## src/rtl/ps2_teclado.sv

```systemverilog
// PS/2 keyboard receiver: conditions the raw clock/data lines, deframes 11-bit
// device-to-host frames and tracks the make code of the key currently held.
module ps2_teclado #(
  parameter int FILTER_LEN  = 8,
  parameter int TIMEOUT_CYC = 200000
) (
  input  logic       clk,
  input  logic       reset_n,
  input  logic       ps2c,
  input  logic       ps2d,
  output logic [7:0] tecla,
  output logic       tecla_nueva,
  output logic       err_trama
);

  localparam int FW = $clog2(FILTER_LEN + 1);
  localparam int TW = $clog2(TIMEOUT_CYC + 1);

  typedef enum logic [1:0] {IDLE = 2'd0, RX = 2'd1, CHK = 2'd2} state_t;

  // Handshake: none. tecla is a held level; tecla_nueva and err_trama are
  // single-cycle, mutually exclusive strobes issued at the end of CHK.

  state_t          state_q, state_d;
  logic            c_s1_q, c_s2_q, d_s1_q, d_s2_q;
  logic            fc_q, fc_d, fc_prev_q;
  logic [FW-1:0]   fcnt_q, fcnt_d;
  logic [10:0]     sh_q, sh_d;
  logic [3:0]      bcnt_q, bcnt_d;
  logic [TW-1:0]   tmo_q, tmo_d;
  logic [7:0]      tecla_q, tecla_d;
  logic            brk_q, brk_d;
  logic            nueva_q, nueva_d;
  logic            err_q, err_d;
  logic            fall;
  logic            frame_ok;
  logic [7:0]      rx_byte;
  logic            tmo_hit;

  assign fall     = fc_prev_q & ~fc_q;
  assign rx_byte  = sh_q[8:1];
  // start low, stop high, odd parity over data + parity bit
  assign frame_ok = ~sh_q[0] & sh_q[10] & (^sh_q[9:1]);
  assign tmo_hit  = (tmo_q == TW'(TIMEOUT_CYC));

  // The filtered clock only follows the synchronized line after FILTER_LEN
  // consecutive samples disagreeing with it.
  always_comb begin
    fc_d   = fc_q;
    fcnt_d = '0;
    if (c_s2_q != fc_q) begin
      if (fcnt_q == FW'(FILTER_LEN - 1)) fc_d = c_s2_q;
      else                               fcnt_d = fcnt_q + 1'b1;
    end
  end

  // State register
  always_ff @(posedge clk or negedge reset_n) begin
    if (!reset_n) state_q <= IDLE;
    else          state_q <= state_d;
  end

  // Next-state logic
  always_comb begin
    state_d = state_q;
    case (state_q)
      IDLE: if (fall) state_d = RX;
      RX: begin
        if (fall && bcnt_q == 4'd10) state_d = CHK;
        else if (!fall && tmo_hit)   state_d = IDLE;
      end
      CHK:     state_d = IDLE;
      default: state_d = IDLE;
    endcase
  end

  // Frame datapath: shift register, bit count and inter-edge timeout
  always_comb begin
    sh_d   = sh_q;
    bcnt_d = bcnt_q;
    tmo_d  = '0;
    case (state_q)
      IDLE: begin
        if (fall) begin
          sh_d   = {d_s2_q, sh_q[10:1]};
          bcnt_d = 4'd1;
        end
      end
      RX: begin
        if (fall) begin
          sh_d   = {d_s2_q, sh_q[10:1]};
          bcnt_d = bcnt_q + 4'd1;
        end else if (tmo_hit) begin
          bcnt_d = '0;
        end else begin
          tmo_d = tmo_q + 1'b1;
        end
      end
      CHK:     bcnt_d = '0;
      default: bcnt_d = '0;
    endcase
  end

  // Output logic: scan-code decoder acting on the frame checked in CHK
  always_comb begin
    tecla_d = tecla_q;
    brk_d   = brk_q;
    nueva_d = 1'b0;
    err_d   = 1'b0;
    if (state_q == CHK) begin
      if (!frame_ok) begin
        err_d = 1'b1;
        brk_d = 1'b0;
      end else if (rx_byte == 8'hE0) begin
        brk_d = brk_q;
      end else if (rx_byte == 8'hF0) begin
        brk_d = 1'b1;
      end else if (brk_q) begin
        // a release only clears tecla if it names the key being held
        brk_d = 1'b0;
        if (rx_byte == tecla_q) tecla_d = 8'h00;
      end else begin
        tecla_d = rx_byte;
        nueva_d = 1'b1;
      end
    end
  end

  always_ff @(posedge clk or negedge reset_n) begin
    if (!reset_n) begin
      c_s1_q    <= 1'b1;
      c_s2_q    <= 1'b1;
      d_s1_q    <= 1'b1;
      d_s2_q    <= 1'b1;
      fc_q      <= 1'b1;
      fc_prev_q <= 1'b1;
      fcnt_q    <= '0;
      sh_q      <= '0;
      bcnt_q    <= '0;
      tmo_q     <= '0;
      tecla_q   <= 8'h00;
      brk_q     <= 1'b0;
      nueva_q   <= 1'b0;
      err_q     <= 1'b0;
    end else begin
      c_s1_q    <= ps2c;
      c_s2_q    <= c_s1_q;
      d_s1_q    <= ps2d;
      d_s2_q    <= d_s1_q;
      fc_q      <= fc_d;
      fc_prev_q <= fc_q;
      fcnt_q    <= fcnt_d;
      sh_q      <= sh_d;
      bcnt_q    <= bcnt_d;
      tmo_q     <= tmo_d;
      tecla_q   <= tecla_d;
      brk_q     <= brk_d;
      nueva_q   <= nueva_d;
      err_q     <= err_d;
    end
  end

  assign tecla       = tecla_q;
  assign tecla_nueva = nueva_q;
  assign err_trama   = err_q;

endmodule

```

## config.mk

```make
export PLATFORM = sky130hd
export DESIGN_NAME = ps2_teclado
export DESIGN_NICKNAME = d
export VERILOG_FILES = /design/src/rtl/ps2_teclado.sv
export SDC_FILE = /design/constraint.sdc
export NUM_CORES = 1
export LEC_CHECK = 0
export ABC_AREA = 1
export CORE_MARGIN = 3
export CORE_UTILIZATION = 40
export CTS_BUF_LIST = sky130_fd_sc_hd__clkbuf_16
export CTS_CLUSTER_DIAMETER = 120
export DETAILED_ROUTE_END_ITERATION = 12
export DONT_BUFFER_PORTS = 1
export PLACE_DENSITY = 0.61
export SLEW_MARGIN = 40
export SYNTH_ARGS = -nofsm -noshare
export SYNTH_HDL_FRONTEND = slang
export SYNTH_SLANG_ARGS = --single-unit
```

## constraint.sdc

```tcl
create_clock -name clk -period 1.9 [get_ports clk]
set_input_delay 0.285 -clock clk [delete_from_list [all_inputs] [get_ports clk]]
set_output_delay 0.285 -clock clk [all_outputs]
set_load 0.05 [all_outputs]
```

==> results.py <==
metrics = {
    "global_route": {
        "grt_max_degree": 57,
        "grt_pass1_vias": 1960,
        "grt_usage_pct": 13.15,
        "grtUsageMet3_pct": 3.000,
        "overflow": 0,
        "gr-usage-met2_pct": 20.16,
        "busiest_layer": "met2",
        "antenna_found_initial": 0,
        "grt_use_met1_pct": 18.33,
        "grt_pass1_wl_um": 8838,
    },
    "critical_path": {
        "r2r_slack_ns": 0.11,
        "path_max_fanout": 6,
        "r2r_start": "sh_q[1]",
        "worstRegToRegCells": 8,
        "worstPathRequired_ns": 2.13,
        "worst-path-buf-inv": 2,
        "worstSetupEndpointType": "flop",
        "reg2reg_to": "tecla[7]",
        "critPathLaunchType": "flop",
        "crit_family": "flip-flops",
        "criticalPathCategory": "flop to flop",
        "path_cells": "inv_1 > ha_1 > xnor2_1 > nand3_1 > a21oi_4 > buf_4 > nand4_1 > nand2_1",
        "arrival_ns": 2.02,
        "cpMaxStageDelayCell": "dfrtp_1",
        "max_stage_delay_ns": 0.41,
    },
    "synth": {
        "syn_nets": 345,
        "ys_types": 33,
        "synth_top_area_share_pct": 43.94,
        "seq_area_frac_synth_pct": 49.47,
        "ys.flop_type": "dfrtp_1",
        "synthTopCellsByCount": "nand2_1, dfrtp_1, inv_1, nor2_1, o21ai_0",
        "ys_warn_count": 0,
        "yosysTopAreaCell": "dfrtp_1",
        "syn_area_um2": 2848,
        "avgSynthCellArea_um2": 8.603,
        "netlist_instances": 331,
        "async_flop_share_pct": 100.0,
        "synth-edff-count": 0,
        "ys_ff_latch": 56,
        "synth_area_leaders": "dfrtp_1, nand2_1, inv_1",
        "synth.most_common_cell": "nand2_1",
    },
    "floorplan": {
        "rows": 30,
        "initial_core_util_pct": 41.68,
        "die_y_um": 90.38,
        "core_area_um2": 6832,
        "ioPinCount": 14,
        "fp.dieArea_um2": 8168,
        "die_w_um": 90.38,
    },
    "final_layout": {
        "final_net_count": 369,
        "drive_gt1_share_pct": 15.73,
        "syn_to_final_growth_pct": 15.95,
        "antennaDiodeCount": 0,
        "n_fill_cell": 674,
        "register_area_um2": 1409,
        "multiInputGateArea_um2": 1255,
    },
    "sta": {
        "slew_headroom_pct": 70.02,
        "max_freq_mhz": 558.0,
        "tightest_slew_ns": 0.4500,
        "report.final.setup_viol": 0,
        "min_period_over_period_pct": 94.32,
        "whs_ns": 0.3555,
        "clock-skew-final_ns": 0.006720,
        "rsz0062_at_grt": "no",
        "fin_tns_setup_ns": 0,
        "final_max_slew_viol_count": 0,
        "hold_viol": 0,
        "fin_crit_ns": 1.792,
    },
    "hold_path": {
        "min_to": "c_s2_q",
        "min_path_type": "flop to flop",
        "holdCritStartpoint": "c_s1_q",
        "hold_depth": 0,
    },
    "cts": {
        "h-tree-depth": 2,
        "cts_tree": "done",
        "path_clk_slew_ns": 0.07,
        "clockRootBuffer": "clkbuf_16",
        "cts_buffers": 5,
        "clk-insertion-delay-late_ns": 0.29,
        "cts_sinks": 56,
        "clock_path_buffers": 2,
    },
    "placement": {
        "place_congestion": 0.7882,
        "dp_hpwl_um": 3608,
        "port_buffers": 0,
    },
    "run_status": {
        "status": "finished, final reports clean",
    },
    "power": {
        "p_leak_nw": 1.629,
        "peakVddDrop_mv": 0.7041,
        "power.density_nw_per_um2": 1017,
    },
    "detailed_routing": {
        "via_per_inst": 4.600,
        "num_vias": 2079,
        "wl_per_cell_um": 10.88,
        "drc_errors": 0,
        "first_pass_iters": 4,
        "ant_nets": 0,
        "wl_um": 4917,
        "drt-initial-drc-count": 90,
    },
    "job": {
        "maxCapViolations": 0,
    },
}
-- cell type report --
| class | count | area share [%] |
|---|---|---|
| tap | 96 | 3.638 |
| timing repair buffer | 20 | 5.381 |
| inverter | 47 | 5.343 |
| clock inverter | 3 | 1.175 |
| sequential | 56 | 42.67 |
| multi-input combinational | 225 | 38.01 |
| clock buffer | 5 | 3.789 |
-- report_power, final --
| part | switching, mW | internal (mW) |
|---|---|---|
| sequential | 0.116 | 1.35 |
| clock | 0.398 | 0.615 |
| combinational | 0.568 | 0.316 |
| total | 1.08 | 2.28 |
-- per-layer routing --
| metal | routed length [µm] | vias to the layer above |
|---|---|---|
| met3 | 171 | 9 |
| met5 | 0 | - |
| met1 | 2391 | 944 |
| met2 | 2257 | 38 |
| li1 | - | 1088 |
| met4 | 96 | 0 |
-- cells in the final DEF, fill, tap and decap left out, types with 4 or more instances in the layout --
cell       instances
nand4_1            8
xnor2_1            6
xor2_1             9
o21ai_0           16
buf_4             16
a21oi_1            5
dfrtp_1           50
nand2_1           83
nand2_2            5
clkbuf_16          5
inv_1             45
dfstp_2            6
ha_1              10
nor2_4             4
nand3_1           14
nor2_2             4
nor2_1            38
-- worst reg2reg max path, delay by kind of cell (launching register included) --
kind	cells	cell delay (ns)
XOR/XNOR	1	0.19
AO/OA/AOI/OAI	1	0.23
adder cells (fa/ha/maj)	1	0.31
buffers and inverters	2	0.27
flip-flops	1	0.41
AND/OR/NAND/NOR	3	0.33
-- flip-flops by register name, summed over array words and instances, names as in the netlist, 2 cells and up --
name	cells
bcnt_q	4
state_q	2
tecla	8
sh_q	11
fcnt_q	4
tmo_q	18
-- repair_timing --
item                                   CTS  global route
hold buffers                             4             0
endpoints found under the hold margin   58             0
gates resized for setup                  0             2
setup endpoints to repair                0             8
setup buffers                            0             2
-- per-stage QoR --
step           instances  cell area [µm²]  setup slack [ns]  power (mW)  util [%]
3_5_place_dp         438             3050            0.1148       2.317     44.65
2_1_floorplan        331             2848            0.3171       2.138         -
4_1_cts              450             3272           0.09838       3.388     47.89
3_3_place_gp         438             3050            0.1371       2.297     44.65
6_report             452             3302            0.1079       3.358     48.33
5_1_grt              452             3302          0.006283       3.630     48.33
-- how the worst max path moves through the flow --
stage,start,to,slack [ns],cells after the start
after floorplan,sh_q[5],tecla[2],0.32,10
after global placement,sh_q[1],tecla[7],0.14,8
after detailed placement,sh_q[2],tecla[6],0.11,8
after CTS,sh_q[1],tecla[6],0.1,8
after global routing,sh_q[1],tecla[7],0.006,8
final,sh_q[1],tecla[7],0.11,8
-- kinds of logic after synthesis --
kind of cell	share of synthesized area, %
AO/OA/AOI/OAI	5.009
XOR/XNOR	4.613
adder cells (fa/ha/maj)	4.394
buffers and inverters	6.986
flip-flops	49.47
multiplexers	0.3954
AND/OR/NAND/NOR	29.13
Power figures use the tool's default switching activity.
